<file path="config.mk">
export PLATFORM = sky130hd
export DESIGN_NAME = iter_div_unit
export DESIGN_NICKNAME = d
export VERILOG_FILES = /design/src/rtl/div_pkg.sv /design/src/rtl/iter_div_unit_step.sv /design/src/rtl/iter_div_unit.sv
export SDC_FILE = /design/constraint.sdc
export NUM_CORES = 1
export LEC_CHECK = 0
export ABC_AREA = 1
export CAP_MARGIN = 20
export CORE_ASPECT_RATIO = 0.5
export CORE_MARGIN = 4
export CORE_UTILIZATION = 54
export DETAILED_ROUTE_END_ITERATION = 8
export PLACE_DENSITY = 0.73
export SYNTH_ARGS = -nofsm -noshare
export SYNTH_HDL_FRONTEND = slang
export SYNTH_SLANG_ARGS = --single-unit
</file>
<file path="constraint.sdc">
create_clock -name CLK -period 6.47 [get_ports CLK]
set_input_delay 1.941 -clock CLK [delete_from_list [all_inputs] [get_ports CLK]]
set_output_delay 1.941 -clock CLK [all_outputs]
set_load 0.1 [all_outputs]
</file>
<file path="src/rtl/div_pkg.sv">
// div_pkg: shared definitions for the iterative divider.
//   - div_op_t      : operation encoding, op[0]=1 means unsigned, op[1]=1 means remainder
//   - div_state_t   : divider FSM states
//   - div_special() : RISC-V divide-by-zero / signed-overflow resolution
package div_pkg;

  typedef enum logic [1:0] {
    DIV  = 2'd0,
    DIVU = 2'd1,
    REM  = 2'd2,
    REMU = 2'd3
  } div_op_t;

  typedef enum logic [1:0] {
    ST_IDLE = 2'd0,
    ST_CALC = 2'd1,
    ST_FIX  = 2'd2,
    ST_DONE = 2'd3
  } div_state_t;

  // Widest operand the special-case helper handles; callers zero-extend.
  localparam int unsigned SPEC_W = 64;

  typedef struct packed {
    logic              hit;
    logic [SPEC_W-1:0] value;
  } div_special_t;

  // Resolves the cases RISC-V defines without dividing. Only the low
  // 'width' bits of a, b and the returned value are meaningful.
  function automatic div_special_t div_special(input logic [1:0]        op,
                                               input logic [SPEC_W-1:0] a,
                                               input logic [SPEC_W-1:0] b,
                                               input int unsigned       width);
    logic [SPEC_W-1:0] mask;
    logic [SPEC_W-1:0] min_neg;
    div_special_t      res;
    mask      = (width >= SPEC_W) ? '1 : ((SPEC_W'(1) << width) - SPEC_W'(1));
    min_neg   = SPEC_W'(1) << (width - 1);
    res.hit   = 1'b0;
    res.value = '0;
    if ((b & mask) == '0) begin
      res.hit   = 1'b1;
      res.value = op[1] ? (a & mask) : mask;
    end else if (!op[0] && ((a & mask) == min_neg) && ((b & mask) == mask)) begin
      res.hit   = 1'b1;
      res.value = op[1] ? '0 : min_neg;
    end
    return res;
  endfunction

endpackage

</file>
<file path="src/rtl/iter_div_unit_step.sv">
// iter_div_unit_step: UNROLL chained restoring-division steps (combinational).
//   i_rem     : partial remainder
//   i_quo     : quotient / remaining dividend bits (shifted out MSB-first)
//   i_divisor : divisor magnitude
//   o_rem     : partial remainder after UNROLL steps
//   o_quo     : quotient register after UNROLL steps
module div_step #(
  parameter int unsigned WIDTH  = 32,
  parameter int unsigned UNROLL = 1
) (
  input  logic [WIDTH-1:0] i_rem,
  input  logic [WIDTH-1:0] i_quo,
  input  logic [WIDTH-1:0] i_divisor,
  output logic [WIDTH-1:0] o_rem,
  output logic [WIDTH-1:0] o_quo
);

  logic [WIDTH-1:0] w_rem;
  logic [WIDTH-1:0] w_quo;
  logic [WIDTH:0]   w_shift;
  logic [WIDTH:0]   w_diff;

  // Remainder stays below the divisor, so bit WIDTH of the trial
  // difference is exactly the borrow.
  always_comb begin
    w_rem   = i_rem;
    w_quo   = i_quo;
    w_shift = '0;
    w_diff  = '0;
    for (int i = 0; i < int'(UNROLL); i++) begin
      w_shift = {w_rem, w_quo[WIDTH-1]};
      w_diff  = w_shift - {1'b0, i_divisor};
      w_quo   = {w_quo[WIDTH-2:0], ~w_diff[WIDTH]};
      w_rem   = w_diff[WIDTH] ? w_shift[WIDTH-1:0] : w_diff[WIDTH-1:0];
    end
  end

  assign o_rem = w_rem;
  assign o_quo = w_quo;

endmodule

</file>
<file path="src/rtl/iter_div_unit.sv">
// iter_div_unit: iterative restoring divider for RV32M DIV/DIVU/REM/REMU.
//   CLK, nrst : clock, synchronous active-low reset
//   start     : request, sampled only in IDLE
//   op        : 0=DIV 1=DIVU 2=REM 3=REMU
//   opA, opB  : dividend, divisor
//   kill      : aborts an operation in CALC/FIX; blocks a start in IDLE
//   busy      : combinational stall request
//   done      : registered one-cycle pulse, result valid
//   result    : registered, held until the next done
// Special cases and repeats of the last operands finish in one cycle via
// a one-entry quotient/remainder cache.
module iter_div_unit
  import div_pkg::*;
#(
  parameter int unsigned WIDTH  = 32,
  parameter int unsigned UNROLL = 1
) (
  input  logic             CLK,
  input  logic             nrst,
  input  logic             start,
  input  logic [1:0]       op,
  input  logic [WIDTH-1:0] opA,
  input  logic [WIDTH-1:0] opB,
  input  logic             kill,
  output logic             busy,
  output logic             done,
  output logic [WIDTH-1:0] result
);

  localparam int unsigned ITERS = WIDTH / UNROLL;
  localparam int unsigned CNT_W = (ITERS > 1) ? $clog2(ITERS) : 1;
  localparam logic [CNT_W-1:0] CNT_LOAD = CNT_W'(ITERS - 1);

  div_state_t       r_state;
  logic [CNT_W-1:0] r_cnt;
  logic [1:0]       r_op;
  logic             r_neg_q;
  logic             r_neg_r;
  logic [WIDTH-1:0] r_rem;
  logic [WIDTH-1:0] r_quo;
  logic [WIDTH-1:0] r_dvsr;
  logic [WIDTH-1:0] r_a;
  logic [WIDTH-1:0] r_b;
  logic             r_done;
  logic [WIDTH-1:0] r_result;
  logic             r_c_valid;
  logic [WIDTH-1:0] r_c_a;
  logic [WIDTH-1:0] r_c_b;
  logic             r_c_uns;
  logic [WIDTH-1:0] r_c_quo;
  logic [WIDTH-1:0] r_c_rem;

  div_special_t     w_spec;
  logic [WIDTH-1:0] w_spec_val;
  logic             w_unused_spec;
  logic             w_accept;
  logic             w_c_hit;
  logic             w_a_neg;
  logic             w_b_neg;
  logic [WIDTH-1:0] w_mag_a;
  logic [WIDTH-1:0] w_mag_b;
  logic [WIDTH-1:0] w_step_rem;
  logic [WIDTH-1:0] w_step_quo;
  logic [WIDTH-1:0] w_fix_quo;
  logic [WIDTH-1:0] w_fix_rem;

  // Special-case resolution on the raw request operands.
  assign w_spec        = div_special(op, SPEC_W'(opA), SPEC_W'(opB), WIDTH);
  assign w_spec_val    = w_spec.value[WIDTH-1:0];
  assign w_unused_spec = ^w_spec.value;

  assign w_accept = nrst && (r_state == ST_IDLE) && start && !kill;
  assign w_c_hit  = r_c_valid && (opA == r_c_a) && (opB == r_c_b) && (op[0] == r_c_uns);

  // Magnitudes as unsigned WIDTH bits: -(most negative) keeps its bit pattern.
  assign w_a_neg = !op[0] && opA[WIDTH-1];
  assign w_b_neg = !op[0] && opB[WIDTH-1];
  assign w_mag_a = w_a_neg ? (~opA + WIDTH'(1)) : opA;
  assign w_mag_b = w_b_neg ? (~opB + WIDTH'(1)) : opB;

  div_step #(
    .WIDTH  (WIDTH),
    .UNROLL (UNROLL)
  ) u_step (
    .i_rem     (r_rem),
    .i_quo     (r_quo),
    .i_divisor (r_dvsr),
    .o_rem     (w_step_rem),
    .o_quo     (w_step_quo)
  );

  assign w_fix_quo = r_neg_q ? (~r_quo + WIDTH'(1)) : r_quo;
  assign w_fix_rem = r_neg_r ? (~r_rem + WIDTH'(1)) : r_rem;

  assign busy   = w_accept || (r_state == ST_CALC) || (r_state == ST_FIX);
  assign done   = r_done;
  assign result = r_result;

  // Divider FSM, datapath and cache.
  always_ff @(posedge CLK) begin
    if (!nrst) begin
      r_state   <= ST_IDLE;
      r_cnt     <= '0;
      r_op      <= '0;
      r_neg_q   <= 1'b0;
      r_neg_r   <= 1'b0;
      r_rem     <= '0;
      r_quo     <= '0;
      r_dvsr    <= '0;
      r_a       <= '0;
      r_b       <= '0;
      r_done    <= 1'b0;
      r_result  <= '0;
      r_c_valid <= 1'b0;
      r_c_a     <= '0;
      r_c_b     <= '0;
      r_c_uns   <= 1'b0;
      r_c_quo   <= '0;
      r_c_rem   <= '0;
    end else begin
      r_done <= 1'b0;
      unique case (r_state)
        ST_IDLE: begin
          if (w_accept) begin
            if (w_spec.hit) begin
              r_result <= w_spec_val;
              r_done   <= 1'b1;
              r_state  <= ST_DONE;
            end else if (w_c_hit) begin
              r_result <= op[1] ? r_c_rem : r_c_quo;
              r_done   <= 1'b1;
              r_state  <= ST_DONE;
            end else begin
              r_op    <= op;
              r_a     <= opA;
              r_b     <= opB;
              r_neg_q <= w_a_neg ^ w_b_neg;
              r_neg_r <= w_a_neg;
              r_quo   <= w_mag_a;
              r_dvsr  <= w_mag_b;
              r_rem   <= '0;
              r_cnt   <= CNT_LOAD;
              r_state <= ST_CALC;
            end
          end
        end
        ST_CALC: begin
          if (kill) begin
            r_c_valid <= 1'b0;
            r_state   <= ST_IDLE;
          end else begin
            r_rem <= w_step_rem;
            r_quo <= w_step_quo;
            if (r_cnt == '0) begin
              r_state <= ST_FIX;
            end else begin
              r_cnt <= r_cnt - CNT_W'(1);
            end
          end
        end
        ST_FIX: begin
          if (kill) begin
            r_c_valid <= 1'b0;
            r_state   <= ST_IDLE;
          end else begin
            r_c_valid <= 1'b1;
            r_c_a     <= r_a;
            r_c_b     <= r_b;
            r_c_uns   <= r_op[0];
            r_c_quo   <= w_fix_quo;
            r_c_rem   <= w_fix_rem;
            r_result  <= r_op[1] ? w_fix_rem : w_fix_quo;
            r_done    <= 1'b1;
            r_state   <= ST_DONE;
          end
        end
        ST_DONE: begin
          r_state <= ST_IDLE;
        end
        default: begin
          r_state <= ST_IDLE;
        end
      endcase
    end
  end

endmodule

</file>
==> reports/results.txt <==
Summed over all cells, the static leakage comes to 11.20 nW. Once detail routing completed, the nets flagged for antenna violations numbered 0. The area added between synthesis and finish is 10.72%, and the number of hold violations in the final report is 0. For the pin with the worst max-slew slack, the measured transition is 1.148 ns. In this run the power density over the cells is 242.6 nW/um2. The final route contains 22913 vias.

VDD sags by at most 0.0002511 V. The post-place setup slack was 1.200 ns; the fraction of power spent switching nets was 34.95%. The total count of max-transition violations in the final report is 0. The run gives 23630 um2 as the summed area of non-filler cells in the final layout. Counting flops and latches in the post-synthesis netlist gives 333.

The part of the Yosys area used for sequential elements came out at 31.24%. In the layout the commonest cells are sky130_fd_sc_hd__nand2_1, sky130_fd_sc_hd__inv_1, sky130_fd_sc_hd__nor2_1, sky130_fd_sc_hd__dfxtp_1, sky130_fd_sc_hd__nand3_1. The worst setup path is launched from a primary input. The synthesized area per cell came out at 6.081 um2. Via count of the first global-routing pass: 20110. The register cell area after layout was 6666 um2; the largest fanout on the critical path was 6.

The setup TNS is 0 ns, and the routed wire length is 78220 um. At the end of routability-driven placement, the weighted congestion stood at 0.9999. The cell sitting at the root of the clock tree is a sky130_fd_sc_hd__clkbuf_16. After synthesis the cells add up to 21340 um2. The smallest hold slack was 0.4498 ns; the portion of total power attributed to sequential cells was 39.4%.

Setup violations remaining at the end of the flow were counted as 0. The primary flip-flop cell chosen by synthesis mapping was sky130_fd_sc_hd__dfxtp_1. For this block, the initial DRC count from the detailed router was 2773.

Data arrives at the worst endpoint at 3.37 ns. The floorplan has 51 rows. For the CTS H-tree depth, the log shows 1. Buffers added to address setup during post-CTS repair amount to 0.

The sort of element at the end of the critical path is a primary output. Across every metal layer, demand over resource in global routing totals 35.42%. The clock passes through at most 3 buffers. Setup slack on the critical path of the routed design comes to 1.158 ns.

TritonCTS built the clock tree. The async set-or-reset flop fraction in the synthesized netlist was 0%; the relative contribution of the clock network to total power was 35.2%. The kind of critical path was in -> out. Clock-pin slew was measured on the worst setup and hold paths at 0.07 ns.

The synthesized design contains 0 enable-type register cells. The multi-input combinational cells in the finished layout cover a total of 12370 um2. Hold buffer count at cts: 0. The clock net in this run drives a total of 333 sinks.

The total of cells resized after clock tree synthesis was 0; the combinational share of power was 25.3%. The height of the die works out to 148.6 um. Dividing the detail-routed via count by the number of cells gives 5.645.

The pin count of the biggest net entering global routing is 103, and the total nets after synthesis is 3619. The required time of the critical path is 4.53 ns. The run gives 188.3 MHz as the top achievable clock speed. After the last flow step, the layout net total stands at 3615. The run finished with clean final reports. The net load switching power was 2.004 mW. The run gives 0 as the number of warnings printed during yosys synthesis. Total clock buffers created by CTS: 31.

The post-DP HPWL is 59450 um, and the synthesized netlist cell count is 3509. The first TritonRoute pass finished after 6 iterations. The initial core utilization was 54.82%; the worst relative slew slack was 23.46%. Setup repair after global routing left no endpoint under its margin. Input and output buffers added on the ports amount to 103. The run gives 38920 um2 as the core area. The clock period minus worst slack was 5.312 ns. The global-route congestion overflow total is 0.

104 I/O pins were placed. After layout, the worst path uses 82.10% of the clock period. The internal power consumption is 3.729 mW, and the fraction of layout instances using a drive strength above 1 is 4.110%. The logs give 5.732 mW for the total power draw and 0.62 ns for the clock latency of the later-clocked register in the worst-skew pair. After detailed routing, the number of remaining DRC violations is 0. The run gives 48 as the number of distinct library cells after synthesis.

The path class of the lowest-slack min-delay path is reg -> reg. The reported max-cap violation count is 0. The run gives 3 as the number of antenna violations at the first check in global routing.

In the final routed layout, each cell accounts on average for 19.27 um. The commonest non-fill, non-tap cell in the layout is sky130_fd_sc_hd__nand2_1. Wire length of the first global-routing pass: 118600 um.

The standard cell area after detailed placement was 22480 um2; the worst clock skew was 0.03081 ns. The tools report the fill cell total of the finished layout as 3931. For the total die area, the log shows 42950 um2. The die is 289.1 um wide.
[power groups by stage]
stage	registers [mW]	logic, mW	clock network, mW
6_report	2.26	1.45	2.02
5_1_grt	2.27	1.59	2.10
4_1_cts	2.26	1.41	2.02
3_5_place_dp	2.30	1.40	0
3_3_place_gp	2.30	1.40	0
2_1_floorplan	2.36	0.912	0
[cell usage after synthesis (3+ instances only)]
master	n	area share, %
sky130_fd_sc_hd__nand2_1	986	17
sky130_fd_sc_hd__inv_1	385	6.8
sky130_fd_sc_hd__nor2_1	381	6.7
sky130_fd_sc_hd__dfxtp_1	333	31
sky130_fd_sc_hd__nand3_1	287	6.7
sky130_fd_sc_hd__a21oi_1	273	6.4
sky130_fd_sc_hd__o21ai_0	238	5.6
sky130_fd_sc_hd__clkbuf_1	102	1.8
sky130_fd_sc_hd__o21ai_1	90	2.1
sky130_fd_sc_hd__xor2_1	59	2.4
sky130_fd_sc_hd__o211ai_1	49	1.7
sky130_fd_sc_hd__nand4_1	41	1.2
sky130_fd_sc_hd__buf_2	39	0.91
sky130_fd_sc_hd__ha_1	39	2.3
sky130_fd_sc_hd__nor3_1	28	0.66
sky130_fd_sc_hd__inv_2	25	0.44
sky130_fd_sc_hd__o21bai_1	22	0.77
sky130_fd_sc_hd__xnor2_1	17	0.70
sky130_fd_sc_hd__buf_4	15	0.53
sky130_fd_sc_hd__a31oi_1	12	0.35
sky130_fd_sc_hd__nand3b_1	11	0.39
sky130_fd_sc_hd__mux2i_1	10	0.47
sky130_fd_sc_hd__nor2_2	7	0.21
sky130_fd_sc_hd__o22ai_1	7	0.21
sky130_fd_sc_hd__a21oi_2	5	0.21
sky130_fd_sc_hd__buf_1	5	0.088
sky130_fd_sc_hd__buf_6	5	0.26
sky130_fd_sc_hd__clkinv_1	4	0.070
sky130_fd_sc_hd__or2_2	4	0.12
sky130_fd_sc_hd__nand2_4	3	0.16
sky130_fd_sc_hd__nand3_2	3	0.14
sky130_fd_sc_hd__nor2_4	3	0.16
[critical path, cell delays in order]
cell and delay (ns):
sky130_fd_sc_hd__clkdlybuf4s50_1 0.50, sky130_fd_sc_hd__inv_1 0.11, sky130_fd_sc_hd__nand4_1 0.29, sky130_fd_sc_hd__nand3_1 0.20, sky130_fd_sc_hd__buf_4 0.31
[cell families (layout without fill, tap and decap cells)]
| logic type | after synthesis | after routing | share of synthesized area [%] |
|---|---|---|---|
| simple gates | 1764 | 1764 | 34.16 |
| compound gates | 705 | 705 | 17.74 |
| buf+inv | 581 | 600 | 10.89 |
| flops | 333 | 333 | 31.24 |
| xor+xnor | 76 | 76 | 3.119 |
| fa+ha+maj | 40 | 40 | 2.381 |
| mux | 10 | 10 | 0.4691 |
| other cells | 0 | 1 | 0 |
[flip-flops by register name (all words and copies together), names as in the netlist]
name	cells
result	32
r_b	31
r_state	2
r_rem	32
r_a	32
r_c_uns	1
r_c_quo	32
r_neg_r	1
done	1
r_neg_q	1
r_c_b	32
r_cnt	5
r_op	2
r_dvsr	32
r_c_rem	32
r_c_a	32
r_c_valid	1
r_quo	32
[metrics by stage]
stage | cells | utilization [%]
4_1_cts | 4056 | 60.57
3_5_place_dp | 4000 | 57.76
6_report | 4059 | 60.70
2_1_floorplan | 3509 | -
5_1_grt | 4059 | 60.70
3_3_place_gp | 4000 | 57.76
[per-layer routing]
layer	GRT usage, %	wire (um)	vias up
met4	7.364	1790	4
met1	53.82	36040	10432
met3	12.53	10510	115
met5	0	30	-
li1	-	-	11317
met2	47.46	29840	1045
[area by class of cell]
type                       instances  share of cell area, %
sequential                       333                  28.21
clock buffer                      37                  3.548
tap                              530                  2.807
antenna                            1                0.01059
timing repair buffer             130                  5.386
clock inverter                    19                  1.080
inverter                         414                  6.588
multi-input combinational       2595                  52.37
[path summary, 6_finish.rpt]
check             start    endpoint  slack [ns]  cells past startpoint
max reg2reg    r_rem[0]   r_rem[13]        3.17                     15
max                kill        busy        1.16                      5
min reg2reg  r_c_quo[1]  r_c_quo[1]        0.45                      2
min          r_c_quo[1]  r_c_quo[1]        0.45                      2
Power figures use the tool's default switching activity.
